## config.mk

```make
export PLATFORM = sky130hd
export DESIGN_NAME = serializer_arbiter_flat
export DESIGN_NICKNAME = d
export VERILOG_FILES = /design/src/rtl/serializer_arbiter_if.sv /design/src/rtl/serializer_arbiter.sv /design/src/flat_wrapper.sv
export SDC_FILE = /design/constraint.sdc
export NUM_CORES = 1
export LEC_CHECK = 0
export CAP_MARGIN = 25
export CORE_ASPECT_RATIO = 2
export CORE_MARGIN = 2
export CORE_UTILIZATION = 40
export DETAILED_ROUTE_END_ITERATION = 10
export PLACE_DENSITY_LB_ADDON = 0.3
export SETUP_SLACK_MARGIN = 0.02
export SYNTH_ARGS = -nofsm -noshare
export SYNTH_HDL_FRONTEND = slang
export SYNTH_SLANG_ARGS = --single-unit
```

## constraint.sdc

```tcl
create_clock -name clk_4f -period 3.8 [get_ports clk_4f]
set_input_delay 0.76 -clock clk_4f [delete_from_list [all_inputs] [get_ports clk_4f]]
set_output_delay 0.76 -clock clk_4f [all_outputs]
set_load 0.05 [all_outputs]
```

## src/rtl/serializer_arbiter_if.sv

```systemverilog
// Lane request and serialized byte stream bundle for serializer_arbiter.
// slave is the arbiter side, master is the requester/sink side.
interface serializer_arbiter_if;
    logic [3:0]   req_valid;
    logic [127:0] req_data;
    logic [3:0]   req_ready;
    logic [7:0]   data_out;
    logic         valid_out;
    logic [1:0]   lane_out;
    logic         sof_out;

    modport slave (
        input  req_valid,
        input  req_data,
        output req_ready,
        output data_out,
        output valid_out,
        output lane_out,
        output sof_out
    );

    modport master (
        output req_valid,
        output req_data,
        input  req_ready,
        input  data_out,
        input  valid_out,
        input  lane_out,
        input  sof_out
    );
endinterface

```

## src/rtl/serializer_arbiter.sv

```systemverilog
// Four-lane round-robin arbiter that serializes 32-bit words into
// back-to-back MSB-first bytes with sof marking the first byte.
module serializer_arbiter #(
    parameter logic [7:0] IDLE_DATA = 8'h00
) (
    input  logic               clk_4f,
    input  logic               reset,
    serializer_arbiter_if.slave bus
);

    typedef enum logic {
        IDLE,
        SEND
    } state_t;

    state_t      state_q, state_d;
    logic [1:0]  byte_cnt_q, byte_cnt_d;
    logic [1:0]  last_grant_q, last_grant_d;
    logic [31:0] word_q, word_d;
    logic [7:0]  data_q, data_d;
    logic        valid_q, valid_d;
    logic        sof_q, sof_d;
    logic [1:0]  lane_q, lane_d;

    logic        allow;
    logic        grant_any;
    logic [1:0]  grant_lane;
    logic        xfer;
    logic [31:0] grant_word;

    // Circular search starting just after the last granted lane.
    always_comb begin
        grant_any  = 1'b0;
        grant_lane = 2'd0;
        for (int k = 1; k <= 4; k++) begin
            if (!grant_any && bus.req_valid[last_grant_q + 2'(k)]) begin
                grant_any  = 1'b1;
                grant_lane = last_grant_q + 2'(k);
            end
        end
    end

    assign allow = !reset &&
                   (state_q == IDLE || byte_cnt_q == 2'd3);
    assign xfer  = allow && grant_any;

    assign grant_word    = bus.req_data[{grant_lane, 5'd0} +: 32];
    assign bus.req_ready = xfer ? (4'b0001 << grant_lane) : 4'b0000;

    always_comb begin
        state_d      = state_q;
        byte_cnt_d   = byte_cnt_q;
        last_grant_d = last_grant_q;
        word_d       = word_q;
        data_d       = data_q;
        valid_d      = valid_q;
        sof_d        = sof_q;
        lane_d       = lane_q;
        if (xfer) begin
            state_d      = SEND;
            byte_cnt_d   = 2'd0;
            last_grant_d = grant_lane;
            word_d       = grant_word;
            data_d       = grant_word[31:24];
            valid_d      = 1'b1;
            sof_d        = 1'b1;
            lane_d       = grant_lane;
        end else begin
            unique case (state_q)
                IDLE: begin
                    valid_d = 1'b0;
                    sof_d   = 1'b0;
                    data_d  = IDLE_DATA;
                end
                SEND: begin
                    if (byte_cnt_q == 2'd3) begin
                        state_d    = IDLE;
                        byte_cnt_d = 2'd0;
                        valid_d    = 1'b0;
                        sof_d      = 1'b0;
                        data_d     = IDLE_DATA;
                    end else begin
                        // Word is kept left-aligned; next byte sits in [23:16].
                        byte_cnt_d = byte_cnt_q + 2'd1;
                        data_d     = word_q[23:16];
                        word_d     = {word_q[23:0], 8'h00};
                        valid_d    = 1'b1;
                        sof_d      = 1'b0;
                    end
                end
            endcase
        end
    end

    always_ff @(posedge clk_4f) begin
        if (reset) begin
            state_q      <= IDLE;
            byte_cnt_q   <= 2'd0;
            last_grant_q <= 2'd3;
            word_q       <= 32'h0;
            data_q       <= IDLE_DATA;
            valid_q      <= 1'b0;
            sof_q        <= 1'b0;
            lane_q       <= 2'd0;
        end else begin
            state_q      <= state_d;
            byte_cnt_q   <= byte_cnt_d;
            last_grant_q <= last_grant_d;
            word_q       <= word_d;
            data_q       <= data_d;
            valid_q      <= valid_d;
            sof_q        <= sof_d;
            lane_q       <= lane_d;
        end
    end

    assign bus.data_out  = data_q;
    assign bus.valid_out = valid_q;
    assign bus.sof_out   = sof_q;
    assign bus.lane_out  = lane_q;

endmodule
```

## src/flat_wrapper.sv

```systemverilog
// flat-port wrapper written by rule: the top's interface ports become plain ports
module serializer_arbiter_flat 
#(
    parameter logic [7:0] IDLE_DATA = 8'h00
)
  (clk_4f, reset, bus_req_valid, bus_req_data, bus_req_ready, bus_data_out, bus_valid_out, bus_lane_out, bus_sof_out);
  serializer_arbiter_if bus_i ();
  input  logic clk_4f;
  input  logic reset;
  input wire logic [$bits(bus_i.req_valid)-1:0] bus_req_valid;
  input wire logic [$bits(bus_i.req_data)-1:0] bus_req_data;
  output wire logic [$bits(bus_i.req_ready)-1:0] bus_req_ready;
  output wire logic [$bits(bus_i.data_out)-1:0] bus_data_out;
  output wire logic [$bits(bus_i.valid_out)-1:0] bus_valid_out;
  output wire logic [$bits(bus_i.lane_out)-1:0] bus_lane_out;
  output wire logic [$bits(bus_i.sof_out)-1:0] bus_sof_out;
  assign bus_i.req_valid = bus_req_valid;
  assign bus_i.req_data = bus_req_data;
  assign bus_req_ready = bus_i.req_ready;
  assign bus_data_out = bus_i.data_out;
  assign bus_valid_out = bus_i.valid_out;
  assign bus_lane_out = bus_i.lane_out;
  assign bus_sof_out = bus_i.sof_out;
  serializer_arbiter #(.IDLE_DATA(IDLE_DATA)) u_core (.clk_4f(clk_4f), .reset(reset), .bus(bus_i));
endmodule
```

==> results of run 1 <==
## area by class of cell
class | count | share of cell area
multi-input combinational | 208 | 0.389
timing repair buffer | 154 | 0.367
sequential | 40 | 0.187
clock buffer | 6 | 0.0301
tap | 86 | 0.0251
clock inverter | 1 | 0.00117
inverter | 1 | 0.000877
## cells in the final DEF (no fill, tap or decap), drive strengths merged, types with 2 or more instances in the layout
cell type | netlist | final
nand2 | 6 | 6
mux2i | 66 | 66
a21o | 4 | 4
nor2 | 24 | 24
dfxtp | 40 | 40
nand2b | 5 | 5
nor3 | 20 | 20
o21ai | 17 | 17
a2bb2oi | 14 | 14
clkbuf | 7 | 6
o221a | 14 | 14
clkdlybuf4s50 | 0 | 145
nand3b | 3 | 3
a21oi | 20 | 20
o221ai | 2 | 2
buf | 15 | 9
o22ai | 2 | 2
## per-stage QoR
| stage | std cells | util | total power (uW) |
|---|---|---|---|
| floorplan | 271 | - | 811 |
| global placement | 489 | 0.657 | 1000 |
| detailed placement | 489 | 0.657 | 1010 |
| CTS | 496 | 0.678 | 1400 |
| global route | 496 | 0.678 | 1460 |
| finish | 496 | 0.678 | 1390 |
## power breakdown
| part | internal (uW) | switching (uW) | total [uW] | leakage, uW |
|---|---|---|---|---|
| Combinational | 281 | 234 | 515 | 0.00127 |
| Sequential | 461 | 22.7 | 484 | 0.000331 |
| Clock | 238 | 154 | 392 | 0.0000667 |
| Total | 980 | 411 | 1390 | 0.00167 |
## kinds of logic (layout without fill, tap and decap cells)
family                     Yosys count  in the layout  synth area share
AOI/OAI and AO/OA                   79             79             0.223
muxes                               66             66             0.251
and+or+nand+nor                     62             62             0.148
DFF                                 40             40             0.305
buffers and inverters               23            162            0.0681
adders and majority gates            1              1           0.00476
## metal layers
metal  up-vias  track usage  share of wire
li1       1304            -              -
met3        11       0.0449          0.074
met5         -            0              0
met2       105        0.368           0.53
met1      1148        0.237           0.38
met4         0       0.0802          0.022
## final timing paths
check        cells after the start                             end                                start
max reg2reg                      6  u_core.word_q[17]$_SDFFE_PP0P_  u_core.last_grant_q[1]$_SDFFE_PP1P_
min                              1   u_core.word_q[1]$_SDFFE_PP0P_        u_core.word_q[1]$_SDFFE_PP0P_
min reg2reg                      1   u_core.word_q[1]$_SDFFE_PP0P_        u_core.word_q[1]$_SDFFE_PP0P_
max                              6                bus_req_ready[0]                     bus_req_valid[0]
## critical path, delay by kind of cell
family,cells,cell delay (ps)
buffers and inverters,2,810
AOI/OAI and AO/OA,2,350
and+or+nand+nor,2,570
## state kept, by name (all words and copies together), names as in the netlist
signal                flops
u_core.word_q            24
u_core.bus.data_out       8
u_core.bus.lane_out       2
u_core.last_grant_q       2
u_core.byte_cnt_q         2
u_core.bus.sof_out        1
u_core.bus.valid_out      1
==> flow_metrics.env, run 1 <==
export IMPL_endpoint_kind="primary output"
export IMPL_ioPinCount=150
export IMPL_drive_gt1_frac=0.0878
export IMPL_rsz0062_at_grt="no"
export IMPL_crit_path_max_incr_delay_ps=610
export IMPL_hold_violations=0
export IMPL_core_um2=6310
export IMPL_holdWs_ps=453
export IMPL_p_leak_uw=0.00167
export IMPL_clock_sinks=40
export IMPL_wl_mm=7.38
export IMPL_hp_class="reg -> reg"
export IMPL_synth_seq_cells=40
export IMPL_power_density_nw_per_um2=325
export IMPL_fillers=529
export IMPL_maxSlewViolCount=0
export IMPL_vias=2568
export IMPL_place_area_um2=4150
export IMPL_arrival_ps=2490
export IMPL_dp_hpwl_mm=5.95
export IMPL_root_buffer="clkbuf_16"
export IMPL_fp_dieW_um=61.3
export IMPL_syn_num_nets=406
export IMPL_avgViaCountPerCell=5.18
export IMPL_drv_cap=0
export IMPL_ctsResizeCount=0
export IMPL_finalSetupViolations=0
export IMPL_start_util=0.417
export IMPL_grt_start_max_net_pins=62
export IMPL_holdBufCountCts=0
export IMPL_n_antenna_cell=0
export IMPL_worst_pin_slew_ps=993
export IMPL_syn_to_final_growth_pct=62.8
export IMPL_clk_latency_ps=280
export IMPL_drtPass1Iterations=4
export IMPL_synthArstFlopShare=0
export IMPL_slew_headroom=0.334
export IMPL_drt_iter0_drc=67
export IMPL_yosys_top_cells_area="dfxtp_1, mux2i_1, o221a_1"
export IMPL_cp_cell_sequence="clkdlybuf4s50_1 > a21o_1 > a31oi_4 > nand2b_1 > nor3_1 > buf_12"
export IMPL_fin_crit_ps=3250
export IMPL_portBuffers=149
export IMPL_synthDistinctLibCells=36
export IMPL_grt_pass1_wl_mm=11.9
export IMPL_dieArea_um2=7280
export IMPL_clk_pin_slew_ps=50
export IMPL_synth_edf_count=0
export IMPL_synth_top_area_share=0.305
export IMPL_ir_worst_vdd_mv=0.255
export IMPL_fp_row_count=41
export IMPL_avgSynthCellArea_um2=9.70
export IMPL_r2r_setup_slack_ps=1790
export IMPL_worst_path_max_fanout=6
export IMPL_htreeDepth=2
export IMPL_numCtsBuffers=5
export IMPL_finalSetupTns_ps=0
export IMPL_outcome="finished clean"
export IMPL_setup_worst_path_class="in -> out"
export IMPL_yosys_warnings=0
export IMPL_slowest_stage="clkdlybuf4s50_1"
export IMPL_worst_slack_ps=546
export IMPL_ant_nets=0
export IMPL_synthTopCellsByCount="mux2i_1, dfxtp_1, nor2_1, a21oi_1, o21ai_1"
export IMPL_yosys_area_top_type="dfxtp_1"
export IMPL_syn_inst=271
export IMPL_cts_buffer_depth=2
export IMPL_place_ws_ps=593
export IMPL_track_usage=0.211
export IMPL_multi_input_area_um2=1660
export IMPL_synthFlopType="dfxtp_1"
export IMPL_clock_fmax_mhz=307
export IMPL_crit_required_ps=3040
export IMPL_synth_most_common_cell="mux2i_1"
export IMPL_ys_seq_area_frac=0.305
export IMPL_cts_tree="yes"
export IMPL_gp_congestion=0.818
export IMPL_fin_area_um2=4280
export IMPL_worst_setup_path_start_kind="input port"
export IMPL_wl_per_cell_um=14.9
export IMPL_globalRouteOverflowTotal=0
export IMPL_fin_crit_sh=0.856
export IMPL_syn_cell_area_um2=2630
export IMPL_regArea_um2=801
export IMPL_drc_errors=0
export IMPL_antenna_found_initial=0
export IMPL_grt_pass1_vias=2642
export IMPL_nets=545
export IMPL_finClkSkew_ps=6.30
export IMPL_die_h_um=119
export IMPL_cts_setup_buffers=0
Note: power is estimated with default switching activity, not from simulation.
==> run 2: changes to the inputs <==
CTS_BUF_LIST = sky130_fd_sc_hd__clkbuf_8   (was default)
==> flow_metrics.env, run 2 (synthesis results as in run 1) <==
export IMPL_holdPathStages=1
export IMPL_fp_row_count=41
export IMPL_arrival_ps=2470
export IMPL_final_cell_mix="clkdlybuf4s50_1, mux2i_1, dfxtp_1"
export IMPL_rr_worst_depth=7
export IMPL_top_register="u_core.word_q"
export IMPL_power_density_nw_per_um2=298
export IMPL_cts_tree="yes"
export IMPL_min_to="u_core.word_q[1]$_SDFFE_PP0P_"
export IMPL_track_usage=0.210
export IMPL_hp_start="u_core.word_q[1]$_SDFFE_PP0P_"
export IMPL_rsz0062_at_grt="no"
export IMPL_utilization=0.669
export IMPL_finClkSkew_ps=9.21
export IMPL_clock_sinks=40
export IMPL_setup_worst_path_class="in -> out"
export IMPL_cts_setup_buffers=0
export IMPL_ant_nets=0
export IMPL_fp_dieW_um=61.3
export IMPL_outcome="finished clean"
export IMPL_vias=2564
export IMPL_hold_violations=0
export IMPL_clk_latency_ps=290
export IMPL_endpoint_kind="primary output"
export IMPL_grt_pass1_vias=2617
export IMPL_r2r_setup_slack_ps=1790
export IMPL_place_ws_ps=593
export IMPL_finalSetupTns_ps=0
export IMPL_final_common_cell="clkdlybuf4s50_1"
export IMPL_slew_headroom=0.322
export IMPL_portBuffers=149
export IMPL_p_leak_uw=0.00165
export IMPL_grt_start_max_net_pins=62
export IMPL_worst_slack_ps=567
export IMPL_regArea_um2=801
export IMPL_p_total_uw=1260
export IMPL_cts_buffer_depth=2
export IMPL_ctsResizeCount=0
export IMPL_worst_pin_slew_ps=1010
export IMPL_drc_errors=0
export IMPL_antenna_found_initial=0
export IMPL_worst_path_max_fanout=6
export IMPL_fin_crit_sh=0.851
export IMPL_gp_congestion=0.818
export IMPL_globalRouteOverflowTotal=0
export IMPL_holdBufCountCts=0
export IMPL_root_buffer="clkbuf_8"
export IMPL_fin_crit_ps=3230
export IMPL_core_um2=6310
export IMPL_numCtsBuffers=5
export IMPL_grt_pass1_wl_mm=11.8
export IMPL_fillers=536
export IMPL_drive_gt1_frac=0.0878
export IMPL_start_util=0.417
export IMPL_finalSetupViolations=0
export IMPL_ir_worst_vdd_mv=0.205
export IMPL_syn_to_final_growth_pct=60.6
export IMPL_largest_reg_flops=24
export IMPL_r2r_start="u_core.byte_cnt_q[0]$_SDFFE_PP0P_"
export IMPL_dp_hpwl_mm=5.95
export IMPL_n_antenna_cell=0
export IMPL_drv_cap=0
export IMPL_die_h_um=119
export IMPL_wl_per_cell_um=14.9
export IMPL_hp_class="reg -> reg"
export IMPL_maxSlewViolCount=0
export IMPL_nets=545
export IMPL_htreeDepth=2
export IMPL_clock_fmax_mhz=309
export IMPL_ioPinCount=150
export IMPL_dieArea_um2=7280
export IMPL_clk_pin_slew_ps=70
export IMPL_crit_required_ps=3040
export IMPL_drt_iter0_drc=74
export IMPL_drtPass1Iterations=4
export IMPL_avgViaCountPerCell=5.17
export IMPL_multi_input_area_um2=1660
export IMPL_wl_mm=7.40
export IMPL_worst_setup_path_start_kind="input port"
export IMPL_regToRegEndpoint="u_core.word_q[1]$_SDFFE_PP0P_"
## run 2: cell count changes in the layout (fill, tap and decap cells not counted)
cell | before | now
clkbuf_1 | 1 | 0
clkbuf_16 | 5 | 0
clkbuf_8 | 0 | 5
inv_1 | 1 | 2
## run 2: worst max-delay path by stage
stage                     startpoint               end  slack, ps  depth (start not counted)
floorplan           bus_req_valid[0]  bus_req_ready[2]        370                          6
detailed placement  bus_req_valid[0]  bus_req_ready[0]        590                          6
global placement    bus_req_valid[3]  bus_req_ready[2]        640                          6
CTS                 bus_req_valid[0]  bus_req_ready[0]        560                          6
global route        bus_req_valid[3]  bus_req_ready[3]        490                          6
finish              bus_req_valid[0]  bus_req_ready[0]        570                          6
## run 2: worst max-delay path, cell delays in order
cell and delay (ps):
clkdlybuf4s50_1 600, a21o_1 210, a31oi_4 120, nand2b_1 210, nor3_1 360, buf_12 200
## run 2: through the flow
| stage | cell area [um^2] | cells | hold WS [ps] |
|---|---|---|---|
| 6_report | 4220 | 496 | 458 |
| 5_1_grt | 4220 | 496 | 480 |
| 4_1_cts | 4220 | 496 | 463 |
| 3_5_place_dp | 4150 | 489 | 445 |
| 3_3_place_gp | 4150 | 489 | 441 |
| 2_1_floorplan | 2630 | 271 | 427 |
## run 2: per-layer routing
layer	GRT usage	share of wire
met1	0.237	0.38
met2	0.364	0.53
met3	0.0449	0.072
met4	0.0788	0.021
met5	0	0
## run 2: power by group
part	internal [uW]	switching, uW
Sequential	460	22.5
Clock	122	140
Combinational	281	235
Total	863	397
## run 2: cell type report
| type | instances | area share |
|---|---|---|
| multi-input cells | 208 | 0.394 |
| clock buffers | 5 | 0.0163 |
| flip-flops and latches | 40 | 0.190 |
| clock inverters | 2 | 0.00207 |
| inverters | 1 | 0.000889 |
| well taps | 86 | 0.0255 |
| repair buffers | 154 | 0.372 |
